===== config.mk =====
export PLATFORM = sky130hd
export DESIGN_NAME = fc_layer_mac
export DESIGN_NICKNAME = d
export VERILOG_FILES = /design/src/rtl/fc_layer_mac.sv
export SDC_FILE = /design/constraint.sdc
export NUM_CORES = 2
export LEC_CHECK = 0
export BUFFER_PORTS_ARGS = -buffer_cell sky130_fd_sc_hd__buf_2
export CAP_MARGIN = 20
export CORE_MARGIN = 2
export CORE_UTILIZATION = 60
export CTS_BUF_LIST = sky130_fd_sc_hd__clkbuf_8
export DETAILED_ROUTE_END_ITERATION = 10
export PLACE_DENSITY_LB_ADDON = 0.05
export SLEW_MARGIN = 20
export SYNTH_ARGS = -nofsm -noshare
export SYNTH_HDL_FRONTEND = slang
export SYNTH_SLANG_ARGS = --single-unit

===== constraint.sdc =====
create_clock -name clk -period 43.3 [get_ports clk]
set_clock_uncertainty 0.05 [all_clocks]
set_input_delay 0 -clock clk [delete_from_list [all_inputs] [get_ports clk]]
set_output_delay 0 -clock clk [all_outputs]
set_load 0.01 [all_outputs]

===== src/rtl/fc_layer_mac.sv =====
// -----------------------------------------------------------------------------
// fc_layer_mac
// Fully-connected layer engine. The block accepts one input activation per
// valid/ready handshake. It multiplies that activation by N_OUT weights, which
// it fetches from an external synchronous ROM with one cycle of read latency.
// The products go into N_OUT signed Q-format accumulators. When the run ends,
// each accumulator is saturated to DATA_W bits and placed on a flat output bus.
//
// Optional build macro: FC_RELU_EN
//   When defined, negative saturated results are forced to zero (ReLU).
//   Latency is the same with or without the macro.
//
// Ports
//   clk, rst    clock; asynchronous active-high reset
//   start       begin a run (sampled only in IDLE)
//   num_in      number of activations this run (latched at start)
//   w_base      weight base address (latched at start)
//   in_pix      input activation, qualified by in_valid; in_ready = accepted
//   w_en/w_addr weight ROM read request; w_data returns one cycle later
//   out_flat    neuron k at bits [k*DATA_W +: DATA_W], qualified by out_valid
//   done        one-cycle completion pulse
//   busy        FSM is not idle
// -----------------------------------------------------------------------------
module fc_layer_mac #(
    parameter int DATA_W = 16,
    parameter int FRAC_W = 8,
    parameter int ACC_W  = 32,
    parameter int N_IN   = 64,
    parameter int N_OUT  = 10,
    parameter int ADDR_W = 12
) (
    input  logic                      clk,
    input  logic                      rst,
    input  logic                      start,
    input  logic [$clog2(N_IN+1)-1:0] num_in,
    input  logic [ADDR_W-1:0]         w_base,
    input  logic [DATA_W-1:0]         in_pix,
    input  logic                      in_valid,
    output logic                      in_ready,
    output logic                      w_en,
    output logic [ADDR_W-1:0]         w_addr,
    input  logic [DATA_W-1:0]         w_data,
    output logic [N_OUT*DATA_W-1:0]   out_flat,
    output logic                      out_valid,
    output logic                      done,
    output logic                      busy
);

    localparam int CNT_W = $clog2(N_IN+1);
    localparam int K_W   = (N_OUT > 1) ? $clog2(N_OUT) : 1;
    localparam logic [K_W-1:0] K_LAST = K_W'(N_OUT-1);

    // Signed DATA_W limits, sign-extended to accumulator width for comparison.
    localparam logic signed [ACC_W-1:0] SAT_MAX =
        {{(ACC_W-DATA_W+1){1'b0}}, {(DATA_W-1){1'b1}}};
    localparam logic signed [ACC_W-1:0] SAT_MIN =
        {{(ACC_W-DATA_W+1){1'b1}}, {(DATA_W-1){1'b0}}};

    typedef enum logic [2:0] {
        S_IDLE,
        S_LOAD,
        S_MAC,
        S_DRAIN,
        S_DONE
    } state_t;

    state_t                     state_q, state_d;
    logic [CNT_W-1:0]           num_q;
    logic [CNT_W-1:0]           idx_q;
    logic [CNT_W-1:0]           idx_next;
    logic [ADDR_W-1:0]          row_q;       // w_base + idx*N_OUT, wraps at ADDR_W
    logic [K_W-1:0]             k_q;         // neuron being requested this cycle
    logic [K_W-1:0]             rd_k_q;      // neuron whose weight is on w_data
    logic                       rd_valid_q;  // w_data carries a requested weight
    logic signed [DATA_W-1:0]   pix_q;
    logic                       w_en_q;
    logic [ADDR_W-1:0]          w_addr_q;
    logic                       in_ready_q;
    logic                       done_q;
    logic                       out_valid_q;
    logic [N_OUT*DATA_W-1:0]    out_flat_q;
    logic [N_OUT*DATA_W-1:0]    out_flat_d;
    logic signed [ACC_W-1:0]    acc_q [N_OUT];
    logic signed [ACC_W-1:0]    acc_d [N_OUT];

    logic signed [2*DATA_W-1:0] prod_full;
    logic signed [2*DATA_W-1:0] prod_shr;
    logic signed [ACC_W-1:0]    prod_ext;

    // Saturate an accumulator to the signed output range. The optional ReLU
    // is applied after saturation.
    function automatic logic [DATA_W-1:0] sat_out(input logic signed [ACC_W-1:0] a);
        logic [DATA_W-1:0] r;
        if (a > SAT_MAX)      r = {1'b0, {(DATA_W-1){1'b1}}};
        else if (a < SAT_MIN) r = {1'b1, {(DATA_W-1){1'b0}}};
        else                  r = a[DATA_W-1:0];
`ifdef FC_RELU_EN
        if (r[DATA_W-1]) r = '0;
`else
        r = r;
`endif
        return r;
    endfunction

    // Q-format product of the held activation and the returned weight.
    always_comb begin
        prod_full = (2*DATA_W)'(pix_q) * (2*DATA_W)'($signed(w_data));
        prod_shr  = prod_full >>> FRAC_W;
        prod_ext  = ACC_W'(prod_shr);
    end

    assign idx_next = idx_q + CNT_W'(1);

    always_comb begin
        // NOTE: every variable gets a default at the top of a combinational block so no latch is inferred.
        state_d = state_q;
        case (state_q)
            S_IDLE:  if (start) state_d = (num_in == '0) ? S_DONE : S_LOAD;
            S_LOAD:  if (in_valid && in_ready_q) state_d = S_MAC;
            S_MAC:   if (k_q == K_LAST) state_d = S_DRAIN;
            S_DRAIN: state_d = (idx_next == num_q) ? S_DONE : S_LOAD;
            S_DONE:  state_d = S_IDLE;
            default: state_d = S_IDLE;
        endcase
    end

    // Next accumulator values. The output conversion is computed from these
    // rather than from acc_q. On the same edge that enters DONE, the final
    // neuron's update is still being written, so acc_q would be one update
    // short at that point.
    always_comb begin
        for (int k = 0; k < N_OUT; k++) begin
            if (state_q == S_IDLE && start)
                acc_d[k] = '0;
            else if (rd_valid_q && rd_k_q == K_W'(k))
                acc_d[k] = acc_q[k] + prod_ext;
            else
                acc_d[k] = acc_q[k];
        end
        for (int k = 0; k < N_OUT; k++) begin
            out_flat_d[k*DATA_W +: DATA_W] = sat_out(acc_d[k]);
        end
    end

    always_ff @(posedge clk or posedge rst) begin
        if (rst) begin
            state_q     <= S_IDLE;
            num_q       <= '0;
            idx_q       <= '0;
            row_q       <= '0;
            k_q         <= '0;
            rd_k_q      <= '0;
            rd_valid_q  <= 1'b0;
            pix_q       <= '0;
            w_en_q      <= 1'b0;
            w_addr_q    <= '0;
            in_ready_q  <= 1'b0;
            done_q      <= 1'b0;
            out_valid_q <= 1'b0;
            out_flat_q  <= '0;
            // NOTE: the accumulators are a small register array, not a RAM, so resetting them is legal and intended.
            for (int k = 0; k < N_OUT; k++) acc_q[k] <= '0;
        end else begin
            // NOTE: sequential state uses non-blocking assignments so all registers update from pre-edge values.
            state_q    <= state_d;
            rd_valid_q <= w_en_q;
            rd_k_q     <= k_q;
            done_q     <= (state_d == S_DONE);
            in_ready_q <= (state_d == S_LOAD);
            for (int k = 0; k < N_OUT; k++) acc_q[k] <= acc_d[k];

            case (state_q)
                S_IDLE: begin
                    if (start) begin
                        num_q       <= num_in;
                        row_q       <= w_base;
                        idx_q       <= '0;
                        out_valid_q <= 1'b0;
                    end
                end
                S_LOAD: begin
                    if (in_valid && in_ready_q) begin
                        pix_q    <= $signed(in_pix);
                        k_q      <= '0;
                        w_en_q   <= 1'b1;
                        w_addr_q <= row_q;
                    end
                end
                S_MAC: begin
                    if (k_q == K_LAST) begin
                        w_en_q <= 1'b0;
                    end else begin
                        k_q      <= k_q + K_W'(1);
                        w_addr_q <= w_addr_q + ADDR_W'(1);
                    end
                end
                S_DRAIN: begin
                    idx_q <= idx_next;
                    row_q <= row_q + ADDR_W'(N_OUT);
                end
                default: ;
            endcase

            // Result registers load on DONE entry. For num_in==0 this happens
            // on the start edge itself, and this later assignment overrides
            // the out_valid clear made above.
            if (state_d == S_DONE && state_q != S_DONE) begin
                out_flat_q  <= out_flat_d;
                out_valid_q <= 1'b1;
            end
        end
    end

    assign in_ready  = in_ready_q;
    assign w_en      = w_en_q;
    assign w_addr    = w_addr_q;
    assign out_flat  = out_flat_q;
    assign out_valid = out_valid_q;
    assign done      = done_q;
    assign busy      = (state_q != S_IDLE);

endmodule


**After elaboration in Yosys (flattened, before gate mapping)**

Index checks and enable logic that the tools add are counted.
W data, S select, Z words.

- Flip-flop bits (word level): 550
- Input port bits: 55
- Output and inout port bits: 177
- Logic and storage cells: 169

- Add/subtract/negate cells: 14
- $mul: 1
- $lt $le $gt $ge: 20
- Equality and inequality tests: 21
- Multiplexer cells: 62
- Reduce and logical (&&, ||, !) cells: 27

Operators with widths:

| kind | count |
|---|---|
| $mux W32 | 20 |
| $add A32 B24 Y32 | 10 |
| $gt A32 B16 Y1 const B | 10 |
| $lt A32 B16 Y1 const B | 10 |
| $mux W16 | 20 |
| $pmux W12 S2 | 2 |
| $mux W12 | 3 |
| $mul A16 B16 Y32 | 1 |
| $eq A4 B3 Y1 const B | 4 |
| $mux W3 | 5 |
| $pmux W7 S2 | 1 |
| $logic_and A1 B1 Y1 | 13 |
| $add A12 B1 Y12 const B | 1 |
| $add A12 B4 Y12 const B | 1 |
| $eq A4 B4 Y1 const B | 3 |
| $pmux W3 S4 | 1 |
| $eq A4 B2 Y1 const B | 2 |
| $mux W4 | 2 |
| $ne A2 B2 Y1 const B | 4 |
| $pmux W4 S2 | 1 |
| $reduce_and A2 Y1 | 4 |
| $reduce_bool A2 Y1 | 4 |
| $add A7 B1 Y7 const B | 1 |
| $eq A7 B7 Y1 | 1 |
| 14 further kinds | 21 |

**Logic depth before layout (Yosys ltp)**

- Word-level depth: 8
- Gate-level depth with buffers: 44
- Mapped depth without buffers: 42

**Worst setup path after synthesis**

No wires, ideal clock.

- Path type: register to register
- Start: reg pix_q[15]
- End: reg out_flat_q[16] (netlist: out_flat[16])
- Setup time: 0.121 ns
- Data arrival time: 10.426 ns
- Required time: 43.129 ns
- Slack: 32.703 ns
- Cell stages (with the launch flop): 38
- Path buffers: 3
- Period minus slack after synthesis: 10.597 ns
- Path through: dfrtp_1 clkbuf_1 nand2_1 inv_1 fa_1 inv_1 fa_1 inv_1 fa_1 inv_1 fa_1 inv_1 fa_1 inv_1 fa_1 inv_1 ha_1 nand2_1 [... 2 more ...] nor4_1 nor3b_1 o31a_1 and2_1 buf_2 ha_1 and4_1 a221o_1 a31oi_1 a31oi_1 a32o_1 or4_1 or4_1 nor4_2 nand4bb_1 o32a_4 buf_6 o22a_1

RTL lines:

| item | RTL line | RTL |
|---|---|---|
| start, declared | 75 | `logic signed [DATA_W-1:0] pix_q;` |
| start signal, assigned | 183 | `pix_q <= $signed(in_pix);` |
| end signal, assigned | 208 | `out_flat_q <= out_flat_d;` |
| end, declared | 81 | `logic [N_OUT*DATA_W-1:0] out_flat_q;` |

**Final worst setup path**

- Start: reg pix_q[8]
- End: reg out_flat_q[35] (netlist: out_flat[35])

- Longest elaborated chain between the ends: 7
- Elaborated cells on any way between the ends: 8
- Classes of those cells: 1 x add/sub; 1 x mul; 2 x order compare; 4 x mux

RTL lines:

| item | RTL line | RTL |
|---|---|---|
| $mul A16 B16 Y32 (*) | 107 | `prod_full = (2*DATA_W)'(pix_q) * (2*DATA_W)'($signed(w_data));` |
| $add A32 B24 Y32 (*) | 136 | `acc_d[k] = acc_q[k] + prod_ext;` |
| $mux W32 (*) | 135 | `else if (rd_valid_q && rd_k_q == K_W'(k))` |
| $mux W32 (*) | 133 | `if (state_q == S_IDLE && start)` |
| $lt A32 B16 Y1 | 95 | `else if (a < SAT_MIN) r = {1'b1, {(DATA_W-1){1'b0}}};` |
| $mux W16 | 95 |  |
| $mux W16 (*) | 94 | `if (a > SAT_MAX) r = {1'b0, {(DATA_W-1){1'b1}}};` |

Every way passes the cells marked *; elsewhere a longest branch is shown, timed or not.
A chain may end at the register's enable or synchronous reset.

==> metrics.txt <==
status completed; layout cells sized above 1 8.98%; 1st-pass router iterations 6; hold crit path type in2reg; Mean Syn Cell Area between 8 and 9 um^2; worst r2r path cells 35; H-tree depth 3; post-DP HPWL slightly above 100000 um; Setup Buffers After CTS 0; Area Overhead vs Synth 11.6%; post-placement cell count 6930; crit end category flip-flop; total gr overflow 0; count leader, synth nand2_1; Post-DRT Antenna Nets 0; setup TNS 0 ns; Worst setup SP type flip-flop; DRC viols 0; hold buffer count at CTS about 120; end of the worst register-to-register path out_flat[35]; Worst EP arrival 12.23 ns; sequential-to-total area share from yosys stat 28.1%; Async SR Flop Fraction 100%; Worst-path clk slew about 0.060 ns; fin nets 6817; Synth top cells by count nand2_1, dfrtp_1, a21oi_1; hold path start in_valid; die area 84000 um^2; Synth area leaders dfrtp_1, fa_1, ha_1; reg2reg start pix_q[8]; die height just under 300 um; synth unique cells 88; Initial Utilization around three fifths; Final WS setup 31.63 ns; I/O Buffers ~230; Most used DFF post-synth dfrtp_1; vias in the first global route ~43000; cell accounting for the most synthesized area dfrtp_1; RSZ-0062 raised after global routing false; fmax between 0.08 and 0.09 GHz; IO Pins approximately 230; PostCTS Resize Cnt 0; total routed wirelength roughly 140000 um; area fraction of the dominant cell type after synthesis approximately 28%; final hold viol count 0; r2r setup slk around 32 ns; WHS Path Cells 4; Post-synth EDFFs 0; final period utilization 26.9%; Core Box Area ~81000 um^2; post-layout min period between 10 and 15 ns; relative slew slack approximately 21%; CP max stage cell o311ai_0; CTS Root Cell clkbuf_8; Max Buffers Root-to-Sink 3; via count approximately 44000; Die Span X 290 um; Slew Limit Fails 0; Avg WL per Cell 20.0 um; worst hold slack roughly 0.1 ns; drt via density 6.13; Buf/Inv on CP 6; CP most frequent cell fa_1; hold path endpoint w_en; # clock sinks 550; largest net degree at the start of global routing approximately 130; FF+latch count, synth 550; first-pass GRT wire length 230000 um; Post-Place Worst Slack 31.77 ns; CP max stage delay 0.89 ns; worst-margin pin slew roughly 1.2 ns; Synth Cell Area about 49000 um^2; Num CTS Buffers 98; CTS tree built; crit path kind reg2reg; Detailed Route Iter0 Violations approximately 3600; Yosys warnings 0; CP Max Fanout 17; MaxCap Viol Count 0; post-synthesis instance total roughly 5800; initial antenna violation count 7; Clock Latency Late Sink about 0.75 ns; FILL cells about 7000; Top delay family on crit path compound AO/OA/AOI/OAI gates; Std-Cell Rows about 100; synthesized net count between 6000 and 7000; gpl congestion between 0.9 and 1; Setup-failing EPs final 0; GRT Util Overall approximately a third; Req. time, crit path 43.86 ns; non-filler cells in the finished layout 7231
-- cell usage in the layout, fill, tap and decap left out, drive strengths merged, types with 99 or more instances in the layout --
cell type	netlist	final
a21o	137	137
a21oi	539	539
and2	157	157
buf	35	301
clkbuf	199	118
dfrtp	550	550
dlygate4sd3	0	121
fa	271	271
ha	400	400
inv	448	478
nand2	784	784
nand3	115	115
nor2	450	450
nor3	99	99
o21ai	285	285
xnor2	156	156
xor2	99	99
-- cells by family after synthesis --
kind of cell	Yosys count	synth area share [%]
compound gates	1554	20.1
xor+xnor	255	4.56
fa+ha+maj	671	21.3
buf+inv	683	5.28
flops	550	28.1
mux	51	1.09
simple gates	2039	19.6
-- per-stage QoR --
| step | utilization, % | cell area [um^2] |
|---|---|---|
| after floorplan | - | 49000 |
| after global routing | 67.8 | 54700 |
| after global placement | 63.6 | 51300 |
| after CTS | 67.8 | 54700 |
| final | 67.8 | 54700 |
| after detailed placement | 63.7 | 51400 |
-- registers in the layout, indices dropped and copies added (netlist names) --
| register | count |
|---|---|
| acc_q | 320 |
| rd_k_q | 4 |
| w_en | 1 |
| out_valid | 1 |
| done | 1 |
| in_ready | 1 |
| pix_q | 16 |
| state_q | 3 |
| k_q | 4 |
| out_flat | 160 |
| row_q | 12 |
| idx_q | 7 |
| rd_valid_q | 1 |
| w_addr | 12 |
| num_q | 7 |
-- cell type report --
| class | count | area, um^2 | area share (%) |
|---|---|---|---|
| Clock inverter | 61 | 472 | 0.862 |
| Timing Repair Buffer | 422 | 2910 | 5.31 |
| Clock buffer | 118 | 1620 | 2.97 |
| Tap cell | 1060 | 1330 | 2.43 |
| Sequential cell | 550 | 13800 | 25.2 |
| Multi-Input combinational cell | 4570 | 32900 | 60.2 |
| Antenna cell | 1 | 2.50 | 0.00458 |
| Inverter | 449 | 1700 | 3.10 |
-- per-layer routing --
metal | part of all wire, % | global-route usage (%) | vias to the layer above
met5 | 0 | 0 | -
met1 | 44 | 48.2 | 21500
met3 | 8.1 | 6.22 | 279
met2 | 45 | 53.7 | 1633
met4 | 3.4 | 12.2 | 0
li1 | - | - | 20900
-- worst max-delay path by stage --
stage	start	endpoint	slack, ns	depth (start not counted)
finish	pix_q[8]	out_flat[35]	31.63	35
global route	pix_q[15]	out_flat[61]	30.83	38
CTS	pix_q[15]	out_flat[125]	31.74	36
detailed placement	pix_q[15]	out_flat[122]	31.77	36
global placement	pix_q[15]	out_flat[113]	31.91	37
floorplan	rst	acc_q[0]	27.87	1
-- worst register-to-register path, delay by kind of cell, from the launching register on --
kind,cells,cell delay [ns]
buf+inv,6,0.80
compound gates,13,4.08
flops,1,0.79
xor+xnor,1,0.73
simple gates,7,1.47
fa+ha+maj,8,3.61
Power is left out: the tool's default activity adds up to more than one toggle a clock period on the data nets, which glitch-free logic cannot reach.
